==> src/rtl/div_unit.sv <==
// Execute-stage front end for RISC-V DIV/DIVU/REM/REMU.
// Resolves divide-by-zero and signed overflow locally; everything else goes to the external divider.
module div_unit (
  input  logic        clk,
  input  logic        reset_n,
  input  logic        req_valid,
  input  logic [1:0]  req_op,
  input  logic [31:0] req_rs1,
  input  logic [31:0] req_rs2,
  output logic        req_ready,
  input  logic        flush,
  output logic        resp_valid,
  output logic [31:0] resp_data,
  output logic        div_start,
  output logic        div_sign,
  output logic [31:0] div_divident,
  output logic [31:0] div_divisor,
  input  logic [31:0] div_quotient,
  input  logic [31:0] div_remainder,
  input  logic        div_busy
);

  typedef enum logic [0:0] {StIdle, StWait} state_e;

  state_e      state_q;
  logic        rem_q;
  logic        resp_valid_q;
  logic [31:0] resp_data_q;

  logic        accept;
  logic        div_by_zero;
  logic        overflow;
  logic        special;
  logic [31:0] special_data;

  always_comb begin
    req_ready    = (state_q == StIdle) && !div_busy && !flush;
    accept       = req_valid && req_ready;
    div_by_zero  = (req_rs2 == 32'h0000_0000);
    overflow     = !req_op[0] && (req_rs1 == 32'h8000_0000) && (req_rs2 == 32'hFFFF_FFFF);
    special      = div_by_zero || overflow;
    special_data = 32'h0000_0000;
    if (div_by_zero) begin
      special_data = req_op[1] ? req_rs1 : 32'hFFFF_FFFF;
    end else if (overflow) begin
      special_data = req_op[1] ? 32'h0000_0000 : 32'h8000_0000;
    end
  end

  // Gated by reset_n so a request held across reset never launches the divider.
  assign div_start    = accept && !special && reset_n;
  assign div_sign     = !req_op[0];
  assign div_divident = req_rs1;
  assign div_divisor  = req_rs2;

  assign resp_valid = resp_valid_q;
  assign resp_data  = resp_data_q;

  always_ff @(posedge clk or negedge reset_n) begin
    if (!reset_n) begin
      state_q      <= StIdle;
      rem_q        <= 1'b0;
      resp_valid_q <= 1'b0;
      resp_data_q  <= 32'h0000_0000;
    end else begin
      resp_valid_q <= 1'b0;
      case (state_q)
        StIdle: begin
          if (accept) begin
            rem_q <= req_op[1];
            if (special) begin
              resp_valid_q <= 1'b1;
              resp_data_q  <= special_data;
            end else begin
              state_q <= StWait;
            end
          end
        end
        StWait: begin
          // Flush beats capture; an abandoned divide finishes silently in the divider.
          if (flush) begin
            state_q <= StIdle;
          end else if (!div_busy) begin
            resp_valid_q <= 1'b1;
            resp_data_q  <= rem_q ? div_remainder : div_quotient;
            state_q      <= StIdle;
          end
        end
        default: state_q <= StIdle;
      endcase
    end
  end

endmodule

==> config.mk <==
export PLATFORM = sky130hd
export DESIGN_NAME = div_unit
export DESIGN_NICKNAME = d
export VERILOG_FILES = /design/src/rtl/div_unit.sv
export SDC_FILE = /design/constraint.sdc
export NUM_CORES = 1
export LEC_CHECK = 0
export CAP_MARGIN = 20
export CORE_AREA = 2 2 92 94
export CTS_CLUSTER_SIZE = 30
export DETAILED_ROUTE_END_ITERATION = 8
export DIE_AREA = 0 0 94 96
export DONT_BUFFER_PORTS = 1
export PLACE_DENSITY = 0.62
export RECOVER_POWER = 50
export SETUP_SLACK_MARGIN = 0.02
export SLEW_MARGIN = 20
export SYNTH_ARGS = -nofsm -noshare
export SYNTH_HDL_FRONTEND = slang
export SYNTH_SLANG_ARGS = --single-unit
==> constraint.sdc <==
create_clock -name clk -period 2.4 [get_ports clk]
set_input_delay 0.48 -clock clk [delete_from_list [all_inputs] [get_ports clk]]
set_output_delay 0.48 -clock clk [all_outputs]
set_load 0.01 [all_outputs]
# [Yosys cells after proc, flatten, opt, wreduce, memory -nomap -nowiden]
# Cells that the tools add are included.
[word_totals] rom_bits=0 output_inout_bits=100 wordCells=46 mem_count=0 latch_bits=0 mem_bits_rw=0 register_bits=35
[classes] n_mux=20 reduce_logical=15 add_sub_neg=0 n_shift=0 bitwise_logic=1 multipliers=0 order_cmp=0 n_eq_ne=6 div_mod_pow=0
[op_table] operator="2-to-1 mux 32 bit" n=9
[op_table] operator="equality test 32 bit (second input constant)" n=2
[op_table] operator="one-hot mux 32 bit (2 select lines)" n=1
[op_table] operator="logical NOT 32 bit" n=1
[op_table] operator="2-to-1 mux 1 bit" n=8
[op_table] operator="inequality test 2 bit (second input constant)" n=4
[op_table] operator="logical AND 1 bit" n=7
[op_table] operator="logical NOT 1 bit" n=4
[op_table] operator="one-hot mux 1 bit (2 select lines)" n=2
[op_table] operator="AND reduction 4 bit" n=1
[op_table] operator="AND reduction 2 bit" n=1
[op_table] operator="logical OR 1 bit" n=1
[op_table] operator="inverter 1 bit" n=1

# [Logic depth before layout (Yosys ltp)]
# Gate-level depths: netlist of the first run.
[logic_depth] depth_word=8 ltp_mapped=7 ltp_nobuf=5

# [Least setup slack after synthesis of the first run]
# Ideal clock, no wire load.
[synth_timing] path_kind="input to register" from="input port req_rs1[16]" to="register resp_data_q[10] (netlist: resp_data[10])" required_time_ns=2.275 path_buffers=1 setup_slack_ns=-0.246 stages=6 setup_ns=0.125 arrival_time_ns=2.522 cell_sequence="nand4b_1 -> or4_1 -> or4_4 -> o31ai_4 -> buf_6 -> mux2_2"
[synth_between] elab_chain_len=8 word_cells_on_any_way=11
[synth_lines] item="from (decl)" line_no="8" text="input logic [31:0] req_rs1,"
[synth_lines] item="equality test 32 bit (*)" line_no="40" text="overflow = !req_op[0] && (req_rs1 == 32'h8000_0000) && (req_rs2 == 32'hFFFF_FFFF);"
[synth_lines] item="logical AND 1 bit (*) (2 in series)" line_no="40"
[synth_lines] item="2-to-1 mux 32 bit" line_no="45" text="end else if (overflow) begin"
[synth_lines] item="2-to-1 mux 32 bit" line_no="43" text="if (div_by_zero) begin"
[synth_lines] item="2-to-1 mux 32 bit" line_no="71" text="if (special) begin"
[synth_lines] item="2-to-1 mux 32 bit" line_no="69" text="if (accept) begin"
[synth_lines] item="one-hot mux 32 bit (2 select lines)" line_no="67" text="case (state_q)"
[synth_lines] item="to (signal assigned)" line_no="73" text="resp_data_q <= special_data;"
[synth_lines] item="to (signal assigned)" line_no="85" text="resp_data_q <= rem_q ? div_remainder : div_quotient;"
[synth_lines] item="to (decl)" line_no="28" text="logic [31:0] resp_data_q;"
# Mark *: on every way between the ends. The rest lies on a longest branch, timed or not. The select of a mux whose other input is x is not followed.
# A chain may end at the register's enable or synchronous reset.

# [Worst setup path after layout of the first run]
[layout_timing] from="input port req_rs1[16]" to="register resp_data_q[18] (netlist: resp_data[18])"
# The elaborated chain is that of the path after synthesis.

==> flow_metrics.env, run 1 <==
export IMPL_remaining_drc_errors=0
export IMPL_syn_area_mm2=0.00307
export IMPL_layout_setup_ws_ns=-0.0190
export IMPL_fin_crit_sh_pct=101
export IMPL_synth_area_per_cell_um2=9.26
export IMPL_ios=235
export IMPL_power_ir_vdd_worst_mv=0.263
export IMPL_synth_seq_area_share_pct=28.6
export IMPL_intPower_mw=1.15
export IMPL_drt_iter0_drc=82
export IMPL_path_class="in -> reg"
export IMPL_gp_congestion=0.672
export IMPL_final_common_cell="mux2_2"
export IMPL_antenna_left=0
export IMPL_final_setup_tns_ns=-0.0631
export IMPL_leakage_nw=1.14
export IMPL_tightestPinTransition_ns=1.97
export IMPL_multiInputGateArea_mm2=0.00167
export IMPL_hpwl_um=6630
export IMPL_synth_cells=331
export IMPL_r2r_start="state_q$_DFF_PN0_"
export IMPL_rows=33
export IMPL_end_kind="flip-flop"
export IMPL_worstSetupStartpointType="input pin"
export IMPL_path_max_fanout=16
export IMPL_dr_pass1_iters=5
export IMPL_first_global_vias=2213
export IMPL_relSlewSlack_pct=-31.3
export IMPL_seq_area_um2=877
export IMPL_areaGrowthSynthToFinish_pct=-4.00
export IMPL_cap_violations=1
export IMPL_cp_required_ns=2.57
export IMPL_clock_sinks=35
export IMPL_fillers=807
export IMPL_synth_cell_type_count=27
export IMPL_final_cell_mix="49 x mux2_2, 37 x nand2_1, 34 x dfrtp_1"
export IMPL_pre_cts_ws_ns=-0.377
export IMPL_dp_cells=362
export IMPL_setup_violations=7
export IMPL_final_net_count=402
export IMPL_tritoncts="done"
export IMPL_slew_violations=36
export IMPL_grt_usage_pct=18.5
export IMPL_grt_overflow=0
export IMPL_synth_nets=466
export IMPL_cellPowerDensity_mw_per_mm2=542
export IMPL_reg2reg_slack_ns=0.43
export IMPL_r2r_end="resp_data[18]$_DFFE_PN0P_"
export IMPL_antenna_found_initial=0
export IMPL_ys_ff_latch=35
export IMPL_yosys_warnings=0
export IMPL_layout_drive_gt1_share_pct=34.7
export IMPL_wl_um=8700
export IMPL_final_util_pct=36.6
export IMPL_whs_path_depth=1
export IMPL_die_w_um=94
export IMPL_hold_worst_slack_ns=0.247
export IMPL_seq_power_share_pct=44.5
export IMPL_n_antenna_cell=0
export IMPL_worstHoldStart="flush"
export IMPL_rsz0062_at_grt="true"
export IMPL_clkLatencyLatePin_ns=0.29
export IMPL_min_to="state_q$_DFF_PN0_"
export IMPL_combinationalPowerShare_pct=21.5
export IMPL_stdcell_area_mm2=0.00294
export IMPL_cts_path_max_buffers=2
export IMPL_clkTransAtPathRegs_ns=0.08
export IMPL_die_area_mm2=0.00902
export IMPL_placed_area_mm2=0.00275
export IMPL_initial_core_util_pct=38.1
export IMPL_htree_levels=2
export IMPL_reg2regPathDepth=6
export IMPL_die_h_um=96
export IMPL_avgViaCountPerCell=5.85
export IMPL_finalHoldViolCount=0
export IMPL_grt_max_degree=68
export IMPL_status="finished with violations"
export IMPL_via_count=2181
export IMPL_crit_arrival_ns=2.59
export IMPL_grt_pass1_wl_um=12500
export IMPL_wl_per_cell_um=23.3
export IMPL_cts_root_buf="clkbuf_8"
export IMPL_core_area_mm2=0.00805
export IMPL_fin_cells=373
export IMPL_clkPwrFrac_pct=34.0
export IMPL_max_freq_mhz=413
export IMPL_port_buffers=0
export IMPL_sw_frac_of_total_pct=28.0
export IMPL_netSwitchingPower_mw=0.446
export IMPL_fin_crit_ns=2.42
export IMPL_p_total_mw=1.59
export IMPL_finClkSkew_ns=0.00770
export IMPL_cts_made_buffers=5
export IMPL_hold_class="in -> reg"
export IMPL_violations="capacitance limit, slew limit, setup timing"
## how the worst max path moves through the flow
| stage | from | endpoint | slack [ns] | cells after the start |
|---|---|---|---|---|
| floorplan | req_rs1[16] | resp_data[0]$_DFFE_PN0P_ | -0.08 | 6 |
| global placement | req_rs1[7] | resp_data[2]$_DFFE_PN0P_ | -0.36 | 6 |
| detailed placement | req_rs1[7] | resp_data[3]$_DFFE_PN0P_ | -0.38 | 6 |
| CTS | req_rs1[16] | resp_data[5]$_DFFE_PN0P_ | -0.06 | 7 |
| global route | req_rs1[16] | div_start | -0.07 | 6 |
| finish | req_rs1[16] | resp_data[18]$_DFFE_PN0P_ | -0.02 | 7 |
## what timing repair did
action,CTS,global route
endpoints found under the setup margin,32,33
hold endpoints to repair,35,0
resized for setup,6,5
hold buffers,1,0
setup buffers,2,0
pin swaps,1,1
## per-layer routing
metal  vias to the layer above  share of wire [%]  track usage (%)
met4                         0               0.56             3.86
met1                      1039                 37             20.0
met5                         -                  0                0
met3                         4                8.5             4.86
met2                       158                 54             35.9
li1                        980                  -                -
## cell type report
| class | instances | share of cell area, % |
|---|---|---|
| clock buffers | 5 | 2.34 |
| clock inverters | 3 | 1.49 |
| inverters | 3 | 0.383 |
| multi-input cells | 208 | 56.8 |
| flip-flops and latches | 35 | 29.8 |
| well taps | 105 | 4.46 |
| repair buffers | 14 | 4.72 |
## synth_stat cells, drive strengths merged
| master | count | area share [%] |
|---|---|---|
| nor2 | 3 | 0.37 |
| nor3b | 1 | 0.24 |
| or4 | 4 | 1.1 |
| nand2 | 37 | 4.5 |
| buf | 69 | 17 |
| o31ai | 33 | 8.5 |
| clkbuf | 16 | 2.0 |
| nand3 | 1 | 0.16 |
| nand4b | 3 | 0.86 |
| or2 | 1 | 0.20 |
| nand4 | 9 | 1.8 |
| nor3 | 2 | 0.33 |
| nor4 | 14 | 2.9 |
| mux2 | 63 | 23 |
| inv | 3 | 0.37 |
| o211ai | 1 | 0.24 |
| mux2i | 2 | 0.65 |
| nor2b | 30 | 6.1 |
| o31a | 1 | 0.29 |
| o21ai | 1 | 0.16 |
| a21oi | 1 | 0.16 |
| dfrtp | 35 | 29 |
| and2b | 1 | 0.29 |
## logic make-up after synthesis
| kind of cell | share of synthesized area, % |
|---|---|
| multiplexers | 23.8 |
| buffers and inverters | 19.3 |
| AND/OR/NAND/NOR | 18.9 |
| flip-flops | 28.6 |
| AO/OA/AOI/OAI | 9.39 |
## worst max-delay path: stages
cell,delay [ns]
nand4b_1,0.13
or4_1,0.48
or4_4,0.52
buf_12,0.15
o31ai_4,0.27
buf_12,0.21
mux2_2,0.34
## state kept, by name, indices dropped and copies added, names as in the netlist
register    cells
state_q         1
resp_valid      1
resp_data      32
rem_q           1
## power groups by stage
| stage | Clock (mW) | Combinational [mW] | Sequential (mW) |
|---|---|---|---|
| global route | 0.588 | 0.379 | 0.714 |
| global placement | 0 | 0.322 | 0.721 |
| detailed placement | 0 | 0.327 | 0.722 |
| floorplan | 0 | 0.396 | 0.706 |
| finish | 0.542 | 0.343 | 0.709 |
| CTS | 0.559 | 0.349 | 0.710 |
Note: power is estimated with default switching activity, not from simulation.
==> inputs of run 2 (changes only) <==
--- a/config.mk
+++ b/config.mk
@@ -5,11 +5,12 @@
 export SDC_FILE = /design/constraint.sdc
 export NUM_CORES = 1
 export LEC_CHECK = 0
+export ABC_AREA = 1
 export CAP_MARGIN = 20
-export CORE_AREA = 2 2 92 94
+export CORE_AREA = 2 2 91 93
 export CTS_CLUSTER_SIZE = 30
 export DETAILED_ROUTE_END_ITERATION = 8
-export DIE_AREA = 0 0 94 96
+export DIE_AREA = 0 0 93 95
 export DONT_BUFFER_PORTS = 1
 export PLACE_DENSITY = 0.62
 export RECOVER_POWER = 50
==> run 2 against run 1 <==
The flow finishes with violations (capacitance limit, slew limit); worst setup slack gained 0.37 ns; total power shrank 1.1%; clock-buffer cell count stayed put; clock skew shrank 0.0013 ns; hold slack improved by 0.045 ns; sequential share of layout area is 2.6 points higher; register-to-register slack better by 0.22 ns; die area down 2.1%; highest routed layer unchanged.
==> flow_metrics.env, run 2 <==
export IMPL_die_area_mm2=0.00884
export IMPL_via_count=2858
export IMPL_reg2reg_slack_ns=0.65
export IMPL_clkTransAtPathRegs_ns=0.08
export IMPL_post_synth_top_area_fraction_pct=29.3
export IMPL_end_kind="output pin"
export IMPL_slew_violations=36
export IMPL_combinationalPowerShare_pct=19.7
export IMPL_finClkSkew_ns=0.00643
export IMPL_core_area_mm2=0.00793
export IMPL_die_w_um=93
export IMPL_clock_sinks=35
export IMPL_largest_reg_flops=32
export IMPL_ios=235
export IMPL_synth_seq_area_share_pct=29.3
export IMPL_grt_usage_pct=21.9
export IMPL_hold_class="in -> reg"
export IMPL_seq_power_share_pct=45.5
export IMPL_synth_cell_type_count=19
export IMPL_final_net_count=524
export IMPL_n_antenna_cell=0
export IMPL_final_setup_tns_ns=0
export IMPL_path_class="reg -> out"
export IMPL_layout_drive_gt1_share_pct=5.64
export IMPL_reg2regPathDepth=5
export IMPL_setup_violations=0
export IMPL_cp_required_ns=1.92
export IMPL_r2r_end="resp_data[20]$_DFFE_PN0P_"
export IMPL_dr_pass1_iters=4
export IMPL_whs_path_depth=1
export IMPL_max_freq_mhz=489
export IMPL_crit_arrival_ns=1.56
export IMPL_synth_nets=598
export IMPL_fin_crit_ns=2.04
export IMPL_rsz0062_at_grt="false"
export IMPL_gp_congestion=0.801
export IMPL_grt_max_degree=36
export IMPL_final_cell_mix="103 x nand2_1, 78 x nor2_1, 65 x o21ai_0"
export IMPL_rows=33
export IMPL_synth_edff_count=0
export IMPL_relSlewSlack_pct=-30.1
export IMPL_status="finished with violations"
export IMPL_wl_um=10100
export IMPL_power_ir_vdd_worst_mv=0.266
export IMPL_antenna_left=0
export IMPL_cts_path_max_buffers=2
export IMPL_sw_frac_of_total_pct=32.6
export IMPL_avgViaCountPerCell=5.77
export IMPL_antenna_found_initial=0
export IMPL_intPower_mw=1.06
export IMPL_final_common_cell="nand2_1"
export IMPL_first_global_vias=2870
export IMPL_port_buffers=0
export IMPL_htree_levels=2
export IMPL_synth_most_common_cell="nand2_1"
export IMPL_clkPwrFrac_pct=34.7
export IMPL_clkLatencyLatePin_ns=0.29
export IMPL_cap_violations=1
export IMPL_grt_overflow=0
export IMPL_fin_crit_sh_pct=85.2
export IMPL_critPathMaxStageDelay_ns=0.38
export IMPL_grt_pass1_wl_um=15000
export IMPL_yosysTopAreaCell="dfrtp_1"
export IMPL_crit_path_top_delay_cell="dfrtp_1"
export IMPL_synth_area_per_cell_um2=6.46
export IMPL_cts_made_buffers=5
export IMPL_netSwitchingPower_mw=0.515
export IMPL_finalHoldViolCount=0
export IMPL_path_max_fanout=3
export IMPL_hpwl_um=7330
export IMPL_r2r_start="state_q$_DFF_PN0_"
export IMPL_yosys_warnings=0
export IMPL_ys_ff_latch=35
export IMPL_synth_cells=463
export IMPL_worstHoldStart="flush"
export IMPL_tritoncts="done"
export IMPL_initial_core_util_pct=37.7
export IMPL_syn_area_mm2=0.00299
export IMPL_areaGrowthSynthToFinish_pct=-9.67
export IMPL_violations="capacitance limit, slew limit"
export IMPL_synth_common_cells="103 x nand2_1, 78 x nor2_1, 65 x o21ai_0, 64 x buf_4, 36 x nand3_1"
export IMPL_remaining_drc_errors=0
export IMPL_synthArstFlopShare_pct=100
export IMPL_tightestPinTransition_ns=1.95
export IMPL_die_h_um=95
export IMPL_dp_cells=486
export IMPL_min_to="state_q$_DFF_PN0_"
export IMPL_path_cells="nor3_1 > nand2_1 > inv_1 > nand3_1 > nor2_1"
export IMPL_fin_cells=495
export IMPL_ys_top_cells_by_area="dfrtp_1 29%, buf_4 16%, nand2_1 13%"
export IMPL_synthFlopType="dfrtp_1"
export IMPL_p_total_mw=1.58
export IMPL_worstSetupStartpointType="flip-flop"
export IMPL_leakage_nw=1.26
export IMPL_drt_iter0_drc=119
export IMPL_cellPowerDensity_mw_per_mm2=584
export IMPL_cts_root_buf="clkbuf_8"
export IMPL_wl_per_cell_um=20.3
## run 2: per-stage QoR
step | setup slack, ns | hold slack (ns) | util (%) | instance area [um^2]
after global placement | 0.400 | 0.185 | 32.6 | 2580
after global routing | 0.182 | 0.295 | 34.1 | 2700
final | 0.356 | 0.292 | 34.1 | 2700
after detailed placement | 0.373 | 0.185 | 32.6 | 2580
after floorplan | 0.566 | 0.184 | - | 2990
after CTS | 0.352 | 0.0180 | 34.3 | 2720
## run 2: worst max path at each step
stage	start	endpoint	slack, ns	cells past startpoint
2_1_floorplan	req_rs2[26]	div_start	0.57	9
3_3_place_gp	req_rs1[7]	resp_data[3]$_DFFE_PN0P_	0.40	10
3_5_place_dp	req_rs1[7]	resp_data[29]$_DFFE_PN0P_	0.37	10
4_1_cts	state_q$_DFF_PN0_	div_start	0.35	5
5_1_grt	reset_n	resp_data[17]$_DFFE_PN0P_	0.18	1
6_report	state_q$_DFF_PN0_	div_start	0.36	5
## run 2: logic make-up (layout without fill, tap and decap cells)
family,after synthesis,after routing,share of synthesized area (%)
simple gates,229,229,31.5
buf+inv,103,30,21.8
compound gates,96,96,17.4
flops,35,35,29.3
## run 2: final cells by class
type,instances,area (um^2)
fillers,945,5230
multi-input cells,325,1460
inverters,11,41.3
clock inverters,3,43.8
clock buffers,5,68.8
well taps,105,131
repair buffers,11,78.8
flip-flops and latches,35,876
## run 2: layer usage
metal  wire, um  up-vias  track usage (%)  share of wire (%)
met4        203        0             6.74                2.0
met5          0        -                0                  0
li1           -     1314                -                  -
met2       4870      175             37.6                 48
met3        851       18             5.27                8.5
met1       4130     1351             27.1                 41
## run 2: critical path: cells and delay by family (launching register included)
kind,cells,cell delay (ns)
DFF,1,0.38
and+or+nand+nor,4,0.73
buffers and inverters,1,0.16
## run 2: timing repair
action	CTS	global route
endpoints found under the hold margin	35	0
gates resized for setup	0	0
hold buffers	1	0
setup buffers	0	0
## run 2: power groups by stage
stage	clock network (mW)	logic, mW	registers, mW
after floorplan	0	0.339	0.714
after global placement	0	0.289	0.728
after detailed placement	0	0.297	0.731
after CTS	0.559	0.315	0.719
after global routing	0.582	0.357	0.723
final	0.548	0.311	0.718
==> inputs of run 3 (changes only) <==
--- a/config.mk
+++ b/config.mk
@@ -6,7 +6,7 @@
 export NUM_CORES = 1
 export LEC_CHECK = 0
 export ABC_AREA = 1
-export CAP_MARGIN = 20
+export CAP_MARGIN = 5
 export CORE_AREA = 2 2 91 93
 export CTS_CLUSTER_SIZE = 30
 export DETAILED_ROUTE_END_ITERATION = 8
==> results of run 3 <==
No change in the layout: final DEF, timing and power equal those of run 2.
